## config.mk

```make
export PLATFORM = sky130hd
export DESIGN_NAME = color_batch_fifo
export DESIGN_NICKNAME = d
export VERILOG_FILES = /design/src/rtl/color_batch_fifo.sv
export SDC_FILE = /design/constraint.sdc
export NUM_CORES = 1
export LEC_CHECK = 0
export ABC_AREA = 1
export CORE_MARGIN = 2
export CORE_UTILIZATION = 55
export CTS_BUF_LIST = sky130_fd_sc_hd__clkbuf_4 sky130_fd_sc_hd__clkbuf_8
export DETAILED_ROUTE_END_ITERATION = 7
export GPL_ROUTABILITY_DRIVEN = 0
export PLACE_DENSITY = 0.87
export SYNTH_ARGS = -nofsm -noshare
export SYNTH_HDL_FRONTEND = slang
export SYNTH_SLANG_ARGS = --single-unit
```

## constraint.sdc

```tcl
create_clock -name I_rgb_clk -period 3.2 [get_ports I_rgb_clk]
set_input_delay 0.64 -clock I_rgb_clk [delete_from_list [all_inputs] [get_ports I_rgb_clk]]
set_output_delay 0.64 -clock I_rgb_clk [all_outputs]
set_load 0.02 [all_outputs]
```

## src/rtl/color_batch_fifo.sv

```systemverilog
// Gathers multi-channel colour samples into fixed-size batches held in a ring of
// batch slots; full or flushed batches are presented on a valid/ready output.
module color_batch_fifo #(
  parameter int DATA_WIDTH = 8,
  parameter int CHANNELS   = 3,
  parameter int BATCH_SIZE = 8,
  parameter int NUM_SLOTS  = 2,
  localparam int SW = CHANNELS * DATA_WIDTH,
  localparam int LW = $clog2(BATCH_SIZE + 1),
  localparam int CW = $clog2(NUM_SLOTS + 1)
) (
  input  logic                     I_rgb_clk,
  input  logic                     I_rst,
  input  logic [SW-1:0]            I_color,
  input  logic                     I_color_valid,
  output logic                     O_color_ready,
  input  logic                     I_flush,
  output logic                     O_batch_valid,
  input  logic                     I_batch_ready,
  output logic [SW*BATCH_SIZE-1:0] O_batch_color,
  output logic [LW-1:0]            O_batch_len,
  output logic [CW-1:0]            O_level,
  output logic                     O_overflow
);

  localparam int PW = $clog2(NUM_SLOTS);
  localparam int IW = $clog2(BATCH_SIZE);

  logic [SW-1:0] mem_q [NUM_SLOTS][BATCH_SIZE];
  logic [SW-1:0] mem_d [NUM_SLOTS][BATCH_SIZE];
  logic [LW-1:0] len_q [NUM_SLOTS];
  logic [LW-1:0] len_d [NUM_SLOTS];
  logic [PW-1:0] wr_slot_q, wr_slot_d;
  logic [PW-1:0] rd_slot_q, rd_slot_d;
  logic [IW-1:0] wr_idx_q, wr_idx_d;
  logic [CW-1:0] level_q, level_d;
  logic          overflow_q, overflow_d;

  logic          wr_en_s;
  logic          pop_s;
  logic          commit_s;
  logic [LW-1:0] fill_s;

  assign O_color_ready = (level_q != CW'(NUM_SLOTS));
  assign O_batch_valid = (level_q != {CW{1'b0}});
  assign O_level       = level_q;
  assign O_overflow    = overflow_q;

  assign wr_en_s  = I_color_valid && O_color_ready;
  assign pop_s    = O_batch_valid && I_batch_ready;
  // Fill count includes a write landing this cycle, so a flush alongside the
  // final sample commits that single full batch exactly once.
  assign fill_s   = LW'(wr_idx_q) + LW'(wr_en_s);
  assign commit_s = (wr_en_s && (wr_idx_q == IW'(BATCH_SIZE - 1)))
                    || (I_flush && (fill_s != {LW{1'b0}}));

  // Next-state computation for pointers, level, slot storage and overflow
  always_comb begin
    mem_d      = mem_q;
    len_d      = len_q;
    wr_slot_d  = wr_slot_q;
    rd_slot_d  = rd_slot_q;
    wr_idx_d   = wr_idx_q;
    overflow_d = overflow_q;

    if (wr_en_s) begin
      mem_d[wr_slot_q][wr_idx_q] = I_color;
    end else begin
      overflow_d = overflow_q | I_color_valid;
    end

    if (commit_s) begin
      len_d[wr_slot_q] = fill_s;
      wr_slot_d        = wr_slot_q + PW'(1);
      wr_idx_d         = {IW{1'b0}};
    end else if (wr_en_s) begin
      wr_idx_d = wr_idx_q + IW'(1);
    end else begin
      wr_idx_d = wr_idx_q;
    end

    if (pop_s) begin
      rd_slot_d = rd_slot_q + PW'(1);
    end else begin
      rd_slot_d = rd_slot_q;
    end

    level_d = level_q + CW'(commit_s) - CW'(pop_s);
  end

  // State registers with synchronous reset
  always_ff @(posedge I_rgb_clk) begin
    if (I_rst) begin
      mem_q      <= '{default: '0};
      len_q      <= '{default: '0};
      wr_slot_q  <= {PW{1'b0}};
      rd_slot_q  <= {PW{1'b0}};
      wr_idx_q   <= {IW{1'b0}};
      level_q    <= {CW{1'b0}};
      overflow_q <= 1'b0;
    end else begin
      mem_q      <= mem_d;
      len_q      <= len_d;
      wr_slot_q  <= wr_slot_d;
      rd_slot_q  <= rd_slot_d;
      wr_idx_q   <= wr_idx_d;
      level_q    <= level_d;
      overflow_q <= overflow_d;
    end
  end

  // Output view of the head slot; positions past its length read as zero
  always_comb begin
    O_batch_color = {(SW*BATCH_SIZE){1'b0}};
    if (O_batch_valid) begin
      O_batch_len = len_q[rd_slot_q];
    end else begin
      O_batch_len = {LW{1'b0}};
    end
    for (int i = 0; i < BATCH_SIZE; i++) begin
      if (O_batch_valid && (LW'(i) < len_q[rd_slot_q])) begin
        O_batch_color[i*SW +: SW] = mem_q[rd_slot_q][i];
      end else begin
        O_batch_color[i*SW +: SW] = {SW{1'b0}};
      end
    end
  end

endmodule

```

== Yosys cells after proc, flatten, opt, wreduce, memory -nomap -nowiden ==
Cells that the tools add are included.
Cells by class
  add/subtract/negate cells: 6
  magnitude comparators: 13
  eq/ne operators: 2
  mux-type cells: 23
  bitwise operators: 4
  reductions and logical operators: 18
Operators with widths (number)
  $mux W192: 4
  $bwmux W384: 1
  $mux W24: 9
  $demux W192 S1: 1
  $demux W24 S3: 1
  $mux W4: 5
  $lt A3 B4 Y1 const A: 4
  $logic_and A1 B1 Y1: 14
  $bwmux W8: 1
  $lt A1 B4 Y1 const A: 2
  $lt A2 B4 Y1 const A: 2
  $add A3 B1 Y4: 1
  $demux W4 S1: 1
  $ge A2 B2 Y1 const B: 2
  $ge A4 B4 Y1 const B: 1
  $lt A4 B1 Y1 const B: 1
  $not A1 Y2: 2
  $not A3 Y4: 1
  $reduce_bool A4 Y1: 1
  $add A3 B1 Y3 const B: 1
  $eq A3 B3 Y1 const B: 1
  $add A1 B1 Y1 const B: 2
  $add A2 B1 Y2: 1
  $lt A2 B1 Y1 const B: 1
  6 further kinds: 6
Storage, ports and cells
  register bits after elaboration: 400
  input port bits: 29
  logic and storage cells: 89

== Depth between registers and ports, before layout ==
  word-level depth: 8
  gate-level depth with buffers: 19

== Least setup slack after synthesis ==
Ideal clock, no wire load.
  path kind: reg-to-reg
  from: reg level_q[1] (netlist: O_level[1])
  to: reg level_q[1] (netlist: O_level[1])
  arrival time: 2553 ps
  data required time: 3066 ps
  path slack: 513 ps
  stages on the path, launching flop included: 17
  buffers on the path: 0
  period minus slack after synthesis: 2687 ps
  path through: dfxtp_1 -> nand2_1 -> nand2_4 -> inv_2 -> ha_1 -> ha_1 -> nor2_1 -> nand3_1 -> nand2_1 -> nand2_1 -> inv_1 -> ha_1 -> inv_1 -> ha_1 -> xor2_1 -> o21ai_0 -> a21oi_1
On the way
  longest elaborated chain between the ends: 8
  elaborated cells on any way between the ends: 11
  those cells by class: add/sub (3); eq/ne (1); reduce/logical (7)
Ends and longest elaborated chain
  start: declaration: line 36  | logic [CW-1:0] level_q, level_d;
  start signal: assignment: line 99  | level_q <= {CW{1'b0}};
  start signal: assignment: line 107  | level_q <= level_d;
  $ne A2 B2 Y1: line 44  | assign O_color_ready = (level_q != CW'(NUM_SLOTS));
  net O_color_ready: line 16  | output logic O_color_ready,
  $logic_and A1 B1 Y1: line 49  | assign wr_en_s = I_color_valid && O_color_ready;
  net wr_en_s: line 39  | logic wr_en_s;
  $add A3 B1 Y4: line 53  | assign fill_s = LW'(wr_idx_q) + LW'(wr_en_s);
  net fill_s[1]: line 42  | logic [LW-1:0] fill_s;
  $reduce_bool A4 Y1: line 55  | || (I_flush && (fill_s != {LW{1'b0}}));
  $logic_and A1 B1 Y1: line 55
  $logic_or A1 B1 Y1: line 55
  $add A2 B1 Y2: line 88  | level_d = level_q + CW'(commit_s) - CW'(pop_s);
  $sub A2 B1 Y2: line 88
The timed path passes the listed nets, and every way through them passes these cells.
A chain may end at the register's enable or synchronous reset.

== Worst setup path in the final report ==
  from: reg rd_slot_q
  to: out O_batch_color[134]
On the way
  longest elaborated chain between the ends: 7
  elaborated cells on any way between the ends: 10
  those cells by class: order compare (1); mux (7); bitwise (1); reduce/logical (1)
Ends and longest elaborated chain
  start: declaration: line 34  | logic [PW-1:0] rd_slot_q, rd_slot_d;
  start signal: assignment: line 97  | rd_slot_q <= {PW{1'b0}};
  start signal: assignment: line 105  | rd_slot_q <= rd_slot_d;
  $not A1 Y2 (implied by the code) *: line 121, 122
  $mux W4 (implied by the code) (3 in a row): line 121  | if (O_batch_valid && (LW'(i) < len_q[rd_slot_q])) begin
  $lt A3 B4 Y1: line 121
  $logic_and A1 B1 Y1: line 121
  $mux W24 *: line 121
  end: declaration: line 20  | output logic [SW*BATCH_SIZE-1:0] O_batch_color,
Every way passes the cells marked *; elsewhere a longest branch is shown, timed or not. The select of a mux whose other input is x is not followed.

==> impl_metrics.tcl <==
set metrics [dict create \
    slowest_delay_ns 0.63 \
    synthCells 2455 \
    initial_utilization 0.560 \
    cpMostUsedCell "nand2_1" \
    synth_edf_count 0 \
    endpoint_kind "primary output" \
    syn_area_um2 17100 \
    drv_cap 0 \
    grt_pass1_vias 17000 \
    grt_util_all_layers 0.324 \
    dpl.hpwl_um 33600 \
    antenna_found_initial 0 \
    p_per_area_nw_per_um2 622 \
    cts.path.max_buffers 3 \
    worst_slack_ns -0.0913 \
    yosysSeqAreaShare 0.468 \
    pin_count 230 \
    fill_cells 2475 \
    cp_max_fo 24 \
    failed_checks "negative setup slack" \
    finalSetupViolCount 8 \
    path_cells "buf_4 > nand2_1 > nand2_1 > inv_1 > nor2_4 > inv_2 > nand2_1 > inv_4 > a21oi_1 > clkdlybuf4s50_1" \
    cts_root_buf "clkbuf_8" \
    detail-route-antenna-nets 0 \
    whs_ns 0.463 \
    synth_commonest_cells "836 x nor2_1, 400 x dfxtp_1, 320 x nand2_1" \
    cts_made_buffers 61 \
    dp_cells 2907 \
    hold_viol 0 \
    die_height_um 180 \
    crit_buf_inv 5 \
    clock-sinks 400 \
    critPathRequiredTime_ns 2.56 \
    n_antenna_cell 0 \
    vdd_ir_drop_max_v 0.000522 \
    yosysUniqueCellTypes 24 \
    grt_overflow_total 0 \
    die_x_um 180 \
    rsz0062_at_grt "true" \
    vias_per_cell 5.80 \
    core_um2 30600 \
    first_pass_iters 6 \
    synthesis.nets 2490 \
    p_leak_uw 0.00922 \
    finalClockSkew_ns 0.0137 \
    worstMarginPinSlew_ns 1.02 \
    multi_input_area_um2 8130 \
    placed_area_um2 19300 \
    fin_crit_ns 3.29 \
    drive_gt1_frac 0.107 \
    critical_path_class "flip-flop to primary output" \
    clk_pin_slew_ns 0.06 \
    netlist.area_leader.share 0.468 \
    min_path_type "flip-flop to flip-flop" \
    grt_max_degree 145 \
    regArea_um2 8010 \
    final_area_um2 20500 \
    grt_pass1_wl_um 86800 \
    fmax_ghz 0.304 \
    fin_cells 3024 \
    drtIter0Drc 2095 \
    synthTopCellsByArea "dfxtp_1 47%, nor2_1 18%, nand2_1 7.0%" \
    insertion_delay_ns 0.61 \
    slowest_stage "clkdlybuf4s50_1" \
    cts_tree "built" \
    post-synth-top-count-cell "nor2_1" \
    ys.warnings.count 0 \
    path_delay_family "buffers and inverters" \
    drv_slew 0 \
    synth-main-ff-cell "dfxtp_1" \
    die-area_um2 32600 \
    routed-via-count 17500 \
    period_share 1.03 \
    slew_headroom 0.318 \
    wl_per_cell_um 18.3 \
    synth_async_sr_flop_share 0 \
    critical_path.startpoint_type "flip-flop" \
    post-route-drc-count 0 \
    cts_hold_buf 0 \
    synth_area_per_cell_um2 6.97 \
    htreeDepth 2 \
    final_core_util 0.671 \
    port_buffers 229 \
    drt-total-wl_um 55400 \
    ys_seq_elements 400 \
    synth_top_area_cell "dfxtp_1" \
    std_cell_rows 64 \
    worstPathArrival_ns 2.65 \
    fin_nets 2621 \
    syn_to_final_growth_pct 19.8 \
    outcome "complete, but fails checks" \
    place_ws_ns 0.00536 \
]
## cell usage in the layout (no fill, tap or decap), types with 2 or more instances in the layout
master and count:
nor2_2 4, inv_6 2, clkbuf_2 51, nand2_1 315, nor2_1 834, a21oi_2 13
o21ai_0 193, buf_6 3, dfxtp_1 399, clkdlybuf4s15_1 11, a21oi_4 4, buf_12 6
clkinv_2 4, dlygate4sd2_1 108, nand3_1 18, nand2_2 5, inv_2 20, a21oi_1 142
inv_1 17, clkdlybuf4s50_1 39, clkbuf_4 24, buf_4 38, inv_4 2, clkbuf_8 76
ha_1 6, dlymetal6s2s_1 20, mux2i_1 48, nor2_4 20, o21ai_1 195
## cell families (layout without fill, tap and decap cells)
family | after synthesis | in the layout | synth area share
simple gates | 1199 | 1199 | 0.273
compound gates | 547 | 548 | 0.161
flops | 400 | 400 | 0.468
buf+inv | 253 | 425 | 0.0643
mux | 49 | 49 | 0.0286
fa+ha+maj | 6 | 6 | 0.00438
xor+xnor | 1 | 1 | 0.000512
## final timing paths
kind / start / endpoint / slack [ns] / depth (start not counted)
setup / recovery: rd_slot_q / O_batch_color[134] / -0.09 / 10
hold / removal: O_overflow / O_overflow / 0.46 / 2
setup reg to reg: O_level[0] / O_level[1] / 0.50 / 20
hold reg to reg: O_overflow / O_overflow / 0.46 / 2
## layout make-up
| class | count | area share |
|---|---|---|
| well taps | 396 | 0.0242 |
| clock inverters | 5 | 0.00134 |
| clock buffers | 100 | 0.0598 |
| inverters | 42 | 0.00878 |
| repair buffers | 278 | 0.119 |
| flip-flops and latches | 400 | 0.391 |
| multi-input cells | 1803 | 0.396 |
## flip-flops by register name, summed over array words and instances (netlist names)
| name | count |
|---|---|
| mem_q | 384 |
| len_q | 8 |
| wr_idx_q | 3 |
| O_level | 2 |
| O_overflow | 1 |
| rd_slot_q | 1 |
| wr_slot_q | 1 |
## power breakdown
part | internal [uW] | switching [uW] | leakage, uW
clock | 2390 | 1940 | 0.000673
combinational | 909 | 2110 | 0.00531
sequential | 5250 | 164 | 0.00323
## worst register-to-register path: stages, from the launching register on
cell     delay, ns
dfxtp_1       0.32
buf_4         0.15
inv_2         0.05
nand2_1       0.09
nand2_4       0.09
inv_2         0.06
ha_1          0.19
ha_1          0.21
inv_1         0.06
nand2_1       0.04
nand2_1       0.10
nand3_1       0.11
nand2_1       0.10
nand2_1       0.07
inv_1         0.09
ha_1          0.23
inv_1         0.06
ha_1          0.16
xor2_1        0.21
o21ai_0       0.10
a21oi_1       0.12
## per-stage QoR
stage,setup TNS [ns],total power (uW)
floorplan,0,7250
global placement,0,8120
detailed placement,0,8210
CTS,-1.01,12500
global route,-1.31,13200
finish,-0.194,12800
## routing by layer
metal  wire [um]  GRT usage  vias to the layer above  part of all wire
met3        5670     0.0600                      235              0.10
met5           0          0                        -                 0
met2       25000      0.512                     1122              0.45
met1       21300      0.406                     8106              0.38
met4        3410      0.208                        0             0.062
li1            -          -                     8078                 -
## repair_timing
item / CTS / global route
cloned: 0 / 3
setup endpoints to repair: 191 / 117
gates resized for setup: 182 / 156
setup buffers: 3 / 6
pin swaps: 3 / 3
(Power assumes the default switching activity.)
